## config.mk

```make
export PLATFORM = sky130hd
export DESIGN_NAME = keypad_matrix_ctrl
export DESIGN_NICKNAME = d
export VERILOG_FILES = /design/src/rtl/keypad_pkg.sv /design/src/rtl/keypad_event_fifo.sv /design/src/rtl/keypad_matrix_ctrl.sv
export SDC_FILE = /design/constraint.sdc
export NUM_CORES = 1
export LEC_CHECK = 0
export CORE_ASPECT_RATIO = 1.2
export CORE_MARGIN = 5
export CORE_UTILIZATION = 53
export CTS_CLUSTER_DIAMETER = 50
export DETAILED_ROUTE_END_ITERATION = 10
export PLACE_DENSITY = 0.77
export SLEW_MARGIN = 20
export SYNTH_ARGS = -nofsm -noshare
export SYNTH_HDL_FRONTEND = slang
export SYNTH_SLANG_ARGS = --single-unit
```

## constraint.sdc

```tcl
create_clock -name clk -period 3.2 [get_ports clk]
set_clock_uncertainty 0.2 [all_clocks]
set_input_delay 0.64 -clock clk [delete_from_list [all_inputs] [get_ports clk]]
set_output_delay 0.64 -clock clk [all_outputs]
set_load 0.01 [all_outputs]
```

## src/rtl/keypad_pkg.sv

```systemverilog
// Shared types and helpers for the matrix keypad controller: key legend, event
// record and event-width calculation.
package keypad_pkg;

    typedef enum logic [3:0] {
        K0, K1, K2, K3, K4, K5, K6, K7, K8, K9,
        KA, KB, KC, KD, KSTAR, KHASH
    } key_legend_t;

    // Row/col fields sized for the largest supported matrix (8x8).
    typedef struct packed {
        logic       press;
        logic [2:0] row;
        logic [2:0] col;
    } key_event_t;

    function automatic int unsigned ev_width(input int unsigned rows, input int unsigned cols);
        return 1 + $clog2(rows) + $clog2(cols);
    endfunction

    function automatic key_legend_t legend_4x4(input logic [1:0] row, input logic [1:0] col);
        key_legend_t k;
        case ({row, col})
            4'h0:    k = K1;
            4'h1:    k = K2;
            4'h2:    k = K3;
            4'h3:    k = KA;
            4'h4:    k = K4;
            4'h5:    k = K5;
            4'h6:    k = K6;
            4'h7:    k = KB;
            4'h8:    k = K7;
            4'h9:    k = K8;
            4'hA:    k = K9;
            4'hB:    k = KC;
            4'hC:    k = KSTAR;
            4'hD:    k = K0;
            4'hE:    k = KHASH;
            default: k = KD;
        endcase
        return k;
    endfunction

endpackage

```

## src/rtl/keypad_event_fifo.sv

```systemverilog
// Show-ahead event FIFO; a push while full is accepted only if a pop happens in
// the same cycle.
module keypad_event_fifo #(
    parameter int unsigned DEPTH = 8,
    parameter int unsigned WIDTH = 8
) (
    input  logic             clk,
    input  logic             rst_n,
    input  logic             push,
    input  logic [WIDTH-1:0] push_data,
    input  logic             pop,
    output logic [WIDTH-1:0] pop_data,
    output logic             full,
    output logic             empty
);
    localparam int unsigned AW = $clog2(DEPTH);

    logic [DEPTH-1:0][WIDTH-1:0] mem_q;
    logic [AW:0]                 wr_q, rd_q;
    logic                        wr_en, rd_en;

    assign empty    = (wr_q == rd_q);
    assign full     = (wr_q[AW] != rd_q[AW]) && (wr_q[AW-1:0] == rd_q[AW-1:0]);
    assign rd_en    = pop && !empty;
    assign wr_en    = push && (!full || rd_en);
    assign pop_data = mem_q[rd_q[AW-1:0]];

    always_ff @(posedge clk or negedge rst_n) begin
        if (!rst_n) begin
            mem_q <= '0;
            wr_q  <= '0;
            rd_q  <= '0;
        end else begin
            if (wr_en) begin
                mem_q[wr_q[AW-1:0]] <= push_data;
                wr_q                <= wr_q + 1'b1;
            end
            if (rd_en) begin
                rd_q <= rd_q + 1'b1;
            end
        end
    end

endmodule

```

## src/rtl/keypad_matrix_ctrl.sv

```systemverilog
// Matrix keypad scanner with per-key debounce and an event FIFO.
// Define KEYPAD_ACCUM_EN to build the decimal-entry accumulator (4x4 only).
module keypad_matrix_ctrl
    import keypad_pkg::*;
#(
    parameter int unsigned  ROWS           = 4,
    parameter int unsigned  COLS           = 4,
    parameter int unsigned  SCAN_DIV       = 50000,
    parameter int unsigned  DEBOUNCE_SCANS = 3,
    parameter int unsigned  FIFO_DEPTH     = 8,
    parameter int unsigned  VALUE_W        = 16,
    localparam int unsigned EV_W           = ev_width(ROWS, COLS)
) (
    input  logic                 clk,
    input  logic                 rst_n,
    input  logic [ROWS-1:0]      row_i,
    output logic [COLS-1:0]      col_o,
    output logic [ROWS*COLS-1:0] key_down,
    output logic                 ev_valid,
    input  logic                 ev_ready,
    output logic [EV_W-1:0]      ev_data,
    output logic                 ev_ovf,
    input  logic                 ovf_clr,
    output logic                 entry_active,
    output logic [VALUE_W-1:0]   entry_value,
    output logic                 commit_valid,
    output logic [VALUE_W-1:0]   commit_value
);
    localparam int unsigned NKEYS = ROWS * COLS;
    localparam int unsigned RW    = $clog2(ROWS);
    localparam int unsigned CW    = $clog2(COLS);
    localparam int unsigned DW    = $clog2(SCAN_DIV);

    logic [DW-1:0]         dwell_q, dwell_d;
    logic [CW-1:0]         col_q, col_d;
    logic [ROWS-1:0]       row_meta_q, row_sync_q;
    logic [NKEYS-1:0]      key_down_q, key_down_d;
    logic [NKEYS-1:0][3:0] deb_q, deb_d;
    logic                  sample_tick, flip;
    key_event_t            flip_ev;
    logic                  fifo_full, fifo_empty, pop, drop;
    logic                  ev_ovf_q, ev_ovf_d;
    logic                  unused_ev_bits;

    always_comb begin
        sample_tick = (dwell_q == DW'(SCAN_DIV - 1));
        dwell_d     = sample_tick ? '0 : dwell_q + 1'b1;
        col_d       = col_q;
        if (sample_tick) begin
            col_d = (col_q == CW'(COLS - 1)) ? '0 : col_q + 1'b1;
        end
    end

    // Only the lowest-row candidate flips; later candidates hold a saturated count.
    always_comb begin
        key_down_d = key_down_q;
        deb_d      = deb_q;
        flip       = 1'b0;
        flip_ev    = '0;
        if (sample_tick) begin
            for (int k = 0; k < NKEYS; k++) begin
                if (col_q == CW'(k % COLS)) begin
                    if ((!row_sync_q[k / COLS]) == key_down_q[k]) begin
                        deb_d[k] = '0;
                    end else if (deb_q[k] >= 4'(DEBOUNCE_SCANS - 1)) begin
                        if (!flip) begin
                            flip          = 1'b1;
                            key_down_d[k] = !key_down_q[k];
                            deb_d[k]      = '0;
                            flip_ev.press = !key_down_q[k];
                            flip_ev.row   = 3'(k / COLS);
                            flip_ev.col   = 3'(col_q);
                        end else begin
                            deb_d[k] = 4'(DEBOUNCE_SCANS);
                        end
                    end else begin
                        deb_d[k] = deb_q[k] + 4'd1;
                    end
                end
            end
        end
    end

    assign pop  = ev_valid && ev_ready;
    assign drop = flip && fifo_full && !pop;

    always_comb begin
        ev_ovf_d = ev_ovf_q;
        if (ovf_clr) begin
            ev_ovf_d = 1'b0;
        end else if (drop) begin
            ev_ovf_d = 1'b1;
        end
    end

    always_ff @(posedge clk or negedge rst_n) begin
        if (!rst_n) begin
            dwell_q    <= '0;
            col_q      <= '0;
            row_meta_q <= '1;
            row_sync_q <= '1;
            key_down_q <= '0;
            deb_q      <= '0;
            ev_ovf_q   <= 1'b0;
        end else begin
            dwell_q    <= dwell_d;
            col_q      <= col_d;
            row_meta_q <= row_i;
            row_sync_q <= row_meta_q;
            key_down_q <= key_down_d;
            deb_q      <= deb_d;
            ev_ovf_q   <= ev_ovf_d;
        end
    end

    keypad_event_fifo #(
        .DEPTH (FIFO_DEPTH),
        .WIDTH (EV_W)
    ) u_fifo (
        .clk       (clk),
        .rst_n     (rst_n),
        .push      (flip),
        .push_data ({flip_ev.press, flip_ev.row[RW-1:0], flip_ev.col[CW-1:0]}),
        .pop       (pop),
        .pop_data  (ev_data),
        .full      (fifo_full),
        .empty     (fifo_empty)
    );

    always_comb begin
        col_o        = '0;
        col_o[col_q] = 1'b1;
    end

    assign key_down       = key_down_q;
    assign ev_valid       = !fifo_empty;
    assign ev_ovf         = ev_ovf_q;
    assign unused_ev_bits = ^{flip_ev.row, flip_ev.col};

`ifdef KEYPAD_ACCUM_EN
    if (ROWS != 4 || COLS != 4) begin : g_geom_check
        $error("keypad_matrix_ctrl: accumulator needs a 4x4 matrix");
    end

    localparam int unsigned PW = VALUE_W + 4;

    logic               acc_pend_q;
    key_legend_t        acc_key_q;
    logic               active_q, active_d;
    logic [VALUE_W-1:0] value_q, value_d;
    logic               commit_q, commit_d;
    logic [VALUE_W-1:0] commit_val_q, commit_val_d;
    logic [PW-1:0]      shifted;

    always_comb begin
        active_d     = active_q;
        value_d      = value_q;
        commit_d     = 1'b0;
        commit_val_d = commit_val_q;
        shifted      = {4'b0, value_q} * PW'(10) + PW'(acc_key_q);
        if (acc_pend_q) begin
            case (acc_key_q)
                KSTAR: begin
                    value_d  = '0;
                    active_d = 1'b1;
                end
                KHASH: begin
                    if (active_q) begin
                        commit_val_d = value_q;
                        commit_d     = 1'b1;
                        active_d     = 1'b0;
                    end
                end
                KA: begin
                    if (active_q) begin
                        value_d = value_q / VALUE_W'(10);
                    end
                end
                KB, KC, KD: ;
                default: begin
                    if (active_q) begin
                        value_d = (shifted > PW'({VALUE_W{1'b1}})) ? '1 : shifted[VALUE_W-1:0];
                    end
                end
            endcase
        end
    end

    always_ff @(posedge clk or negedge rst_n) begin
        if (!rst_n) begin
            acc_pend_q   <= 1'b0;
            acc_key_q    <= K0;
            active_q     <= 1'b0;
            value_q      <= '0;
            commit_q     <= 1'b0;
            commit_val_q <= '0;
        end else begin
            acc_pend_q   <= flip && flip_ev.press;
            acc_key_q    <= legend_4x4(flip_ev.row[1:0], flip_ev.col[1:0]);
            active_q     <= active_d;
            value_q      <= value_d;
            commit_q     <= commit_d;
            commit_val_q <= commit_val_d;
        end
    end

    assign entry_active = active_q;
    assign entry_value  = value_q;
    assign commit_valid = commit_q;
    assign commit_value = commit_val_q;
`else
    assign entry_active = 1'b0;
    assign entry_value  = '0;
    assign commit_valid = 1'b0;
    assign commit_value = '0;
`endif

endmodule

```

After elaboration in Yosys (flattened, before gate mapping)
Cells that the tools add are included.
{"block": "word_totals", "register_bits": 155, "latch_bits": 0, "ramBits": 0, "mem_bits_ro": 0, "inputBits": 8, "output_inout_bits": 61, "wordCells": 387, "n_memories": 0}
{"block": "classes", "add_sub_neg": 20, "mul": 0, "n_div": 0, "order_cmp": 21, "n_eq_ne": 23, "shifts": 0, "mux": 191, "n_bitwise": 31, "n_reduce_logical": 54}
{"cell": "$mux W7", "count": 69}
{"cell": "$mux W4", "count": 32}
{"cell": "$reduce_and A5 Y1", "count": 15}
{"cell": "$add A4 B1 Y4 const B", "count": 18}
{"cell": "$mux W1", "count": 67}
{"cell": "$ge A4 B2 Y1 const B", "count": 16}
{"cell": "$bwmux W40", "count": 1}
{"cell": "$mux W2", "count": 16}
{"cell": "$not A1 Y1", "count": 31}
{"cell": "$logic_not A1 Y1", "count": 23}
{"cell": "$add A16 B1 Y16 const B", "count": 1}
{"cell": "$eq A1 B1 Y1", "count": 16}
{"cell": "$eq A16 B16 Y1 const B", "count": 1}
{"cell": "$mux W16", "count": 1}
{"cell": "$bmux W5 S3", "count": 1}
{"cell": "$demux W5 S3", "count": 1}
{"cell": "$mux W5", "count": 2}
{"cell": "$logic_and A1 B1 Y1", "count": 8}
{"cell": "$lt A3 B4 Y1 const B", "count": 2}
{"cell": "$reduce_and A2 Y1", "count": 4}
{"cell": "$eq A2 B2 Y1 const B", "count": 2}
{"cell": "$eq A4 B4 Y1", "count": 1}
{"cell": "$reduce_and A4 Y1", "count": 1}
{"cell": "$eq A3 B3 Y1", "count": 1}
{"cell": "other kinds (10)", "count": 10}

Longest topological paths before layout
Gate-level depths: netlist (run 1).
{"block": "depth", "depth_word": 71, "ltp_mapped": 13, "mapped_depth_nobuf": 9}

By module
A second synthesis (run 1) with hierarchy kept.
{"block": "unflattened", "hier_cells": 783, "area_unflattened_um2": 8441.8}
{"module": "keypad_matrix_ctrl", "instances": 1, "cells_per_inst": 624, "area_per_inst_um2": 6033.3, "seq_area_each_um2": 2687.6}
{"module": "keypad_event_fifo", "instances": 1, "cells_per_inst": 159, "area_per_inst_um2": 2408.6, "seq_area_each_um2": 1201.2}

Least setup slack after synthesis (run 1)
Ideal clock, no wire load.
{"block": "synth_path", "kind": "register -> register", "from": "register deb_q[48] (netlist name)", "to": "register u_fifo.mem_q[29] (netlist name)", "setup_ns": 0.154, "t_arrival_ns": 2.941, "t_required_ns": 2.846, "setup_slack_ns": -0.094, "stages_incl_launch_ff": 12, "path_buffers": 2, "period_less_slack_ns": 3.294, "cell_sequence": "dfrtp_1 -> inv_1 -> ha_1 -> or4_4 -> and3_4 -> or3_4 -> or4_4 -> buf_6 -> buf_12 -> o211ai_4 -> nor2_1 -> a2bb2oi_2"}
{"block": "synth_via", "elab_chain_cells": 19, "word_cells_on_any_way": 35, "cone_classes": "order compare (1); mux (33); reduce/logical (1)"}
{"element": "from (decl)", "line_no": "keypad_matrix_ctrl.sv:38", "rtl": "logic [NKEYS-1:0][3:0] deb_q, deb_d;"}
{"element": "from (signal assigned)", "line_no": "keypad_matrix_ctrl.sv:103", "rtl": "deb_q <= '0;"}
{"element": "from (signal assigned)", "line_no": "keypad_matrix_ctrl.sv:111", "rtl": "deb_q <= deb_d;"}
{"element": "$ge A4 B2 Y1 (*)", "line_no": "keypad_matrix_ctrl.sv:65", "rtl": "end else if (deb_q[k] >= 4'(DEBOUNCE_SCANS - 1)) begin"}
{"element": "$mux W1", "line_no": "keypad_matrix_ctrl.sv:65"}
{"element": "$mux W1", "line_no": "keypad_matrix_ctrl.sv:63", "rtl": "if ((!row_sync_q[k / COLS]) == key_down_q[k]) begin"}
{"element": "$mux W1", "line_no": "keypad_matrix_ctrl.sv:62", "rtl": "if (col_q == CW'(k % COLS)) begin"}
{"element": "$mux W1", "line_no": "keypad_matrix_ctrl.sv:60", "rtl": "if (sample_tick) begin"}
{"element": "$mux W7 / $mux W1 (equally long branches)", "line_no": "keypad_matrix_ctrl.sv:66, keypad_matrix_ctrl.sv:65"}
{"element": "$mux W7 / $mux W1 (equally long branches)", "line_no": "keypad_matrix_ctrl.sv:65, keypad_matrix_ctrl.sv:63"}
{"element": "$mux W7 / $mux W1 (equally long branches)", "line_no": "keypad_matrix_ctrl.sv:63, keypad_matrix_ctrl.sv:62"}
{"element": "(+3 left out)"}
{"element": "$mux W7 / $mux W1 (equally long branches)", "line_no": "keypad_matrix_ctrl.sv:63, keypad_matrix_ctrl.sv:62"}
{"element": "$mux W7 / $mux W1 (equally long branches)", "line_no": "keypad_matrix_ctrl.sv:62, keypad_matrix_ctrl.sv:60"}
{"element": "$mux W7", "line_no": "keypad_matrix_ctrl.sv:66", "rtl": "if (!flip) begin"}
{"element": "$mux W7", "line_no": "keypad_matrix_ctrl.sv:65"}
{"element": "$mux W7", "line_no": "keypad_matrix_ctrl.sv:63"}
{"element": "$mux W7", "line_no": "keypad_matrix_ctrl.sv:62"}
{"element": "$mux W7", "line_no": "keypad_matrix_ctrl.sv:60"}
{"element": "$bwmux W40", "line_no": "keypad_event_fifo.sv:35", "rtl": "mem_q[wr_q[AW-1:0]] <= push_data;"}
{"element": "to (signal, indexed assignment)", "line_no": "keypad_event_fifo.sv:35"}
{"element": "to (decl)", "line_no": "keypad_event_fifo.sv:18", "rtl": "logic [DEPTH-1:0][WIDTH-1:0] mem_q;"}
Mark *: on every way between the ends. The rest lies on a longest branch, timed or not. The select of a mux whose other input is x is not followed.
A chain may end at the register's enable or synchronous reset.

Worst setup path in the final report (run 1)
{"block": "layout_path", "from": "register deb_q[53] (netlist name)", "to": "register u_fifo.mem_q[31] (netlist name)"}
{"block": "layout_via", "elab_chain_cells": 15, "word_cells_on_any_way": 27, "cone_classes": "order compare (1); mux (25); reduce/logical (1)"}
{"element": "$ge A4 B2 Y1 (*)", "line_no": "keypad_matrix_ctrl.sv:65"}
{"element": "$mux W1", "line_no": "keypad_matrix_ctrl.sv:65"}
{"element": "$mux W1", "line_no": "keypad_matrix_ctrl.sv:63"}
{"element": "$mux W1", "line_no": "keypad_matrix_ctrl.sv:62"}
{"element": "$mux W1", "line_no": "keypad_matrix_ctrl.sv:60"}
{"element": "$mux W7 / $mux W1 (equally long branches)", "line_no": "keypad_matrix_ctrl.sv:66, keypad_matrix_ctrl.sv:65"}
{"element": "$mux W7 / $mux W1 (equally long branches)", "line_no": "keypad_matrix_ctrl.sv:65, keypad_matrix_ctrl.sv:63"}
{"element": "$mux W7 / $mux W1 (equally long branches)", "line_no": "keypad_matrix_ctrl.sv:63, keypad_matrix_ctrl.sv:62"}
{"element": "$mux W7 / $mux W1 (equally long branches)", "line_no": "keypad_matrix_ctrl.sv:62, keypad_matrix_ctrl.sv:60"}
{"element": "$mux W7", "line_no": "keypad_matrix_ctrl.sv:66"}
{"element": "$mux W7", "line_no": "keypad_matrix_ctrl.sv:65"}
{"element": "$mux W7", "line_no": "keypad_matrix_ctrl.sv:63"}
{"element": "$mux W7", "line_no": "keypad_matrix_ctrl.sv:62"}
{"element": "$mux W7", "line_no": "keypad_matrix_ctrl.sv:60"}
{"element": "$bwmux W40", "line_no": "keypad_event_fifo.sv:35"}
Marks and branches as above.

==> parameters.txt, run 1 <==
Parameter                              Value

Status
  Outcome ... finished, final reports clean

Synth
  Most common flop cell mapped by yosys ... sky130_fd_sc_hd__dfrtp_1
  Portion of the post-synthesis area used by sequential elements ... 45.71%
  Post-synth EDFFs ... 0
  Mapped Avg Cell Area ... 10.07 um^2
  Cell count after synthesis ... 845
  Asr flop ratio synth ... 100.0%
  Post-synthesis cell type with the largest combined area ... sky130_fd_sc_hd__dfrtp_1
  Post-synthesis cell type count ... 70
  Leading cell type by number of instances after synthesis ... sky130_fd_sc_hd__dfrtp_1
  Top cells by instance count after synthesis ... 147 x sky130_fd_sc_hd__dfrtp_1, 106 x sky130_fd_sc_hd__nand2_1, 72 x sky130_fd_sc_hd__o21ai_0, 40 x sky130_fd_sc_hd__nor2_1, 39 x sky130_fd_sc_hd__ha_1
  Synth top area cells ... sky130_fd_sc_hd__dfrtp_1 43%, sky130_fd_sc_hd__ha_1 5.7%, sky130_fd_sc_hd__nand2_1 4.7%, sky130_fd_sc_hd__o21ai_0 4.2%, sky130_fd_sc_hd__buf_4 3.0%
  Synth warnings ... 0
  Register bit count reported by yosys ... 155
  Cell area after technology mapping ... 8508 um^2
  Share of Yosys cell area claimed by the top area cell type ... 43.24%

Setup path
  CP startpoint kind ... flip-flop
  List of cells traversed by the critical path ... buf_6 > or4_4 > and3_4 > or3_4 > buf_4 > nor4_1 > buf_4 > a21oi_1 > nand2_1 > o21ai_0
  Crit path max-delay cell type ... sky130_fd_sc_hd__or4_4
  Critical path endpoint category ... flip-flop
  Category of the most critical setup path ... reg2reg
  Data required time at the worst endpoint ... 3.30 ns
  Data arrival at the endpoint of the critical path ... 3.29 ns
  Setup slack of the most critical reg-to-reg path ... 0.005 ns
  Cell repeated most along the worst path ... sky130_fd_sc_hd__buf_4
  Biggest fanout along the worst timing path ... 8
  Stage delay of the slowest cell on the critical path ... 0.53 ns

Timing
  Pins Over Slew Limit ... 0
  Setup repair after global routing missed its margin ... yes
  Max Clk Rate ... 313.0 MHz
  Worst hold-check slack ... 0.02331 ns
  Final critical-path required period ... 3.195 ns
  Endpoints failing setup ... 0
  Period utilization ... 99.84%
  Final Hold Violating Endpoints ... 0
  Worst slew margin ... 46.67%
  Worst slew pin tran ... 0.7927 ns

Placement
  Placed wire-length estimate after detailed placement ... 13740 um
  Number of buffers inserted by port buffering ... 34
  Area of placed instances ... 9443 um^2
  RePlAce Congestion ... 0.9082

GRT
  Vias in the first global route ... 6734
  Total global routing overflow ... 0
  Global-route usage over all layers ... 21.64%
  First-pass GRT wire length ... 32610 um
  Largest net degree at the start of global routing ... 70
  Number of antenna violations at the first check in global routing ... 0

Drt
  Detailed-routing wirelength on met1 ... 8237 um
  DRT Pass-1 Iters ... 4
  Antenna violation net count after detailed routing ... 0
  Detailed-route wire length ... 20230 um
  Topmost layer with routed signal wires ... met4
  Amount of wire on met3 after detailed routing ... 983 um
  Number of violations reported at the end of detailed-routing iteration 0 ... 405
  Total met2 wirelength after detailed routing ... 10390 um
  Vias post-DR ... 6781
  DR DRC count ... 0
  Routed wirelength normalized by instance count ... 17.22 um
  Vias per cell ... 5.771

Cells and area
  Diode count ... 0
  Share of cells above drive strength 1 ... 21.61%
  Area occupied by multi-input gates ... 4405 um^2
  Layout area overhead ... 21.56%
  Final-stage net count ... 1001
  Fin area ... 10340 um^2
  Fillers ... 1200
  Sequential cell area ... 3891 um^2
  Final Util ... 65.86%

Clock network
  Register clock-pin slew on the reported worst setup and hold paths ... 0.07 ns
  Clock network latency to the later pin of the worst-skew pair ... 0.43 ns
  Number of H-tree branching levels ... 4
  CTS tree ... yes
  Number of sinks handled by clock tree synthesis ... 155
  Buffer cell driving the clock tree root ... sky130_fd_sc_hd__clkbuf_16
  Inserted Clock Buffers ... 17
  Maximum clock path buffer count ... 2

Die
  Die area ... 18700 um^2
  Top Ports ... 69
  Number of core rows ... 50
  Die W ... 125.7 um
  Core Footprint ... 15700 um^2
  Vert. Die Dim ... 148.8 um
  Effective utilization at floorplan ... 54.18%

Power and ir drop
  Worst vdd rail ir drop ... 0.0003234 V
  Leakage dissipation ... 4.687 nW
  Total chip power ... 4.018 mW
  Power density normalized to cell area ... 388.5 nW/um^2

Job
  Number of maximum-capacitance constraint violations ... 0

Min path
  Class of the tightest hold or removal check ... in2async
[path summary, 6_finish.rpt]
| path | from | to | cells past startpoint |
|---|---|---|---|
| worst max-delay path | deb_q[53] | u_fifo.mem_q[31] | 10 |
| worst min-delay path | rst_n | dwell_q[14] | 1 |
| worst max register to register | deb_q[53] | u_fifo.mem_q[31] | 10 |
| worst min register to register | row_meta_q[2] | row_sync_q[2] | 0 |
| max in group asynchronous | rst_n | deb_q[35] | 2 |
| min in group clk | row_meta_q[2] | row_sync_q[2] | 0 |
[registers in the layout, summed over array words and instances (netlist names), 4 cells and up]
register and cells:
deb_q 64, dwell_q 16, key_down 16, row_meta_q 4
row_sync_q 4, u_fifo.mem_q 40, u_fifo.rd_q 4, u_fifo.wr_q 4
[layout make-up]
cell class | count | area share (%)
flip-flops and latches | 155 | 37.62
multi-input cells | 630 | 42.60
clock buffers | 20 | 4.319
repair buffers | 125 | 10.90
inverters | 25 | 0.9073
well taps | 208 | 2.516
clock inverters | 12 | 1.137
[cell families after synthesis]
| logic type | count (synthesis) | share of synthesized area [%] |
|---|---|---|
| AO/OA/AOI/OAI | 180 | 14.99 |
| XOR/XNOR | 43 | 4.427 |
| adder cells (fa/ha/maj) | 39 | 5.735 |
| buffers and inverters | 95 | 6.118 |
| flip-flops | 155 | 45.71 |
| multiplexers | 22 | 4.206 |
| other | 1 | 0.04408 |
| AND/OR/NAND/NOR | 310 | 18.78 |
[metal layers]
layer  vias up  GRT usage, %
met5         -             0
met4         0         9.436
met3        49         4.728
met2       197         37.74
met1      3327         25.77
li1       3208             -
[power breakdown]
group	switching [mW]	total (mW)	internal, mW	leakage, nW
Combinational	0.0793	0.106	0.0264	2.31
Sequential	0.00765	1.98	1.97	2.12
Clock	0.839	1.94	1.10	0.257
[repair_timing]
action,CTS,global route
pin swaps,4,18
endpoints found under the setup margin,45,59
cloned,2,2
gates resized for setup,4,50
setup buffers,0,9
hold buffers,0,0
[worst max-delay path, delay by kind of cell, from the launching register on]
kind	cells	cell delay, ns
buffers and inverters	3	0.47
AND/OR/NAND/NOR	5	1.72
flip-flops	1	0.39
AO/OA/AOI/OAI	2	0.29
[metrics by stage]
stage | TNS (ns) | cells | setup WS (ns)
finish | 0 | 1175 | 0.005109
CTS | 0 | 1164 | 0.005389
global route | -0.3985 | 1175 | -0.06593
global placement | -0.2850 | 1130 | -0.04590
detailed placement | -0.8087 | 1130 | -0.09045
floorplan | 0 | 878 | 0.0009361
[layout by cell type, fill, tap and decap left out, types with 8 or more instances in the layout]
cell type and count:
sky130_fd_sc_hd__a21oi_1 16, sky130_fd_sc_hd__and2_1 24, sky130_fd_sc_hd__and3_1 9, sky130_fd_sc_hd__buf_4 81
sky130_fd_sc_hd__clkbuf_16 19, sky130_fd_sc_hd__clkdlybuf4s50_1 32, sky130_fd_sc_hd__conb_1 34, sky130_fd_sc_hd__dfrtp_1 145
sky130_fd_sc_hd__dfstp_2 8, sky130_fd_sc_hd__ha_1 35, sky130_fd_sc_hd__inv_1 24, sky130_fd_sc_hd__mux2_2 9
sky130_fd_sc_hd__mux4_2 10, sky130_fd_sc_hd__nand2_1 105, sky130_fd_sc_hd__nand3_1 34, sky130_fd_sc_hd__nand4_1 8
sky130_fd_sc_hd__nor2_1 39, sky130_fd_sc_hd__nor3_1 17, sky130_fd_sc_hd__nor4_1 22, sky130_fd_sc_hd__o21ai_0 62
sky130_fd_sc_hd__o21ai_2 8, sky130_fd_sc_hd__o21ai_4 9, sky130_fd_sc_hd__o31ai_1 18, sky130_fd_sc_hd__or4_1 10
sky130_fd_sc_hd__xnor2_1 28, sky130_fd_sc_hd__xor2_1 15
No activity file was read; power rests on OpenSTA's default activity.
==> run 2: changes to the inputs <==
--- a/config.mk
+++ b/config.mk
@@ -5,6 +5,7 @@
 export SDC_FILE = /design/constraint.sdc
 export NUM_CORES = 1
 export LEC_CHECK = 0
+export CAP_MARGIN = 20
 export CORE_ASPECT_RATIO = 1.2
 export CORE_MARGIN = 5
 export CORE_UTILIZATION = 53
==> results of run 2 <==
Same layout as run 1: the final DEF is identical, and so are final timing and power.
==> variant (flow settings as in run 2) <==
Add a define of `KEYPAD_ACCUM_EN`.
--- a/src/rtl/keypad_matrix_ctrl.sv
+++ b/src/rtl/keypad_matrix_ctrl.sv
@@ -2,2 +2,4 @@
 // Define KEYPAD_ACCUM_EN to build the decimal-entry accumulator (4x4 only).
+`define KEYPAD_ACCUM_EN
+
 module keypad_matrix_ctrl
Formal check against the unedited RTL: no difference found for any inputs over 10 cycles, from zero or initial values and one cycle with rst_n low; that may be too few to reach the edited logic, so the function may still have changed.
==> variant against run 2 <==
Power rose by 20%. Area after synthesis is 50% higher. Non-clock buffer count rose by 287. The flow now finishes with violations (negative hold slack, negative setup slack). Worst setup slack lost 1400 ps. Die area rose by 46%. Cell area up 75%. Cell count up 71%. Sequential cell count rose by 39. Largest cell class unchanged. Routed wire length rose by 87%. Critical path type unchanged. Critical path depth rose by 8.
==> variant: results (changes against run 2) <==
stage;metric;value;unit;change
status;status;finished, violations left;;
detailed_routing;drt-initial-drc-count;693;;+71%
cells_and_area;drive_gt1_share;38.3;%;+17 points
detailed_routing;route.met2.wl;19900;um;+92%
clocking;post_cts_resized;118;;+114
synthesis;synth_common_cells;dfrtp_1 (186), nand2_1 (119), o21ai_0 (98);;
placed_design;gp_congestion;0.950;;+4.6%
synthesis;ys_seq_area_share;38.1;%;-7.6 points
detailed_routing;first_pass_iters;8;;+4
power_and_ir_drop;p_clk;2.25;mW;+16%
cells_and_area;final_cells;2011;;+71%
worst_setup_path;max_stage_delay;470;ps;-60 ps
worst_setup_path;r2r_cells;18;;+8
timing;hold_violations;2;;+2
timing;setup_ws;-1370;ps;-1370 ps
clocking;clk-insertion-delay-late;450;ps;+20 ps
placed_design;port_buffers;68;;+100%
detailed_routing;dr_wl_met3;1710;um;+74%
status;violations;negative hold slack, negative setup slack;;
synthesis;synth_area_leaders;dfrtp_1 (36%), ha_1 (7.3%), mux2_2 (5.8%);;
cells_and_area;final_net_count;1764;;+76%
global_routing;grt_pass1_wl;61600;um;+89%
timing;whs;-9.05;ps;-32.4 ps
detailed_routing;wire_per_inst;18.8;um;+9.0%
timing;worst_pin_slew;1090;ps;+301 ps
placed_design;place_inst;1934;;+71%
placed_design;hpwl;25800;um;+88%
global_routing;grt_max_degree;76;;+8.6%
timing;setup_viol;64;;+64
cells_and_area;design_area;18100;um^2;+75%
power_and_ir_drop;p_seq;2.47;mW;+25%
synthesis;netlist_instances;1324;;+57%
power_and_ir_drop;internal_power;3.76;mW;+22%
==> variant: final cells by class <==
class / instances / share of cell area (%)
multi-input cells: 1010 / 46.8
flip-flops and latches: 194 / 27.0
repair buffers: 412 / 19.6
clock buffers: 19 / 2.51
well taps: 320 / 2.21
inverters: 44 / 0.997
clock inverters: 12 / 0.865
==> variant: cell families (layout without fill, tap and decap cells) <==
| group | Yosys count | after routing | share of synthesized area, % |
|---|---|---|---|
| and+or+nand+nor | 446 | 446 | 18.4 |
| AOI/OAI and AO/OA | 331 | 331 | 18.6 |
| DFF | 194 | 194 | 38.1 |
| buffers and inverters | 120 | 487 | 3.90 |
| muxes | 89 | 89 | 8.64 |
| adders and majority gates | 81 | 81 | 8.01 |
| xor gates and xnor gates | 63 | 63 | 4.32 |
==> variant: per-layer routing <==
metal,up-vias,track usage (%)
met5,-,0
met4,0,12.4
met3,120,4.10
met2,402,49.3
met1,6022,32.4
li1,5599,-
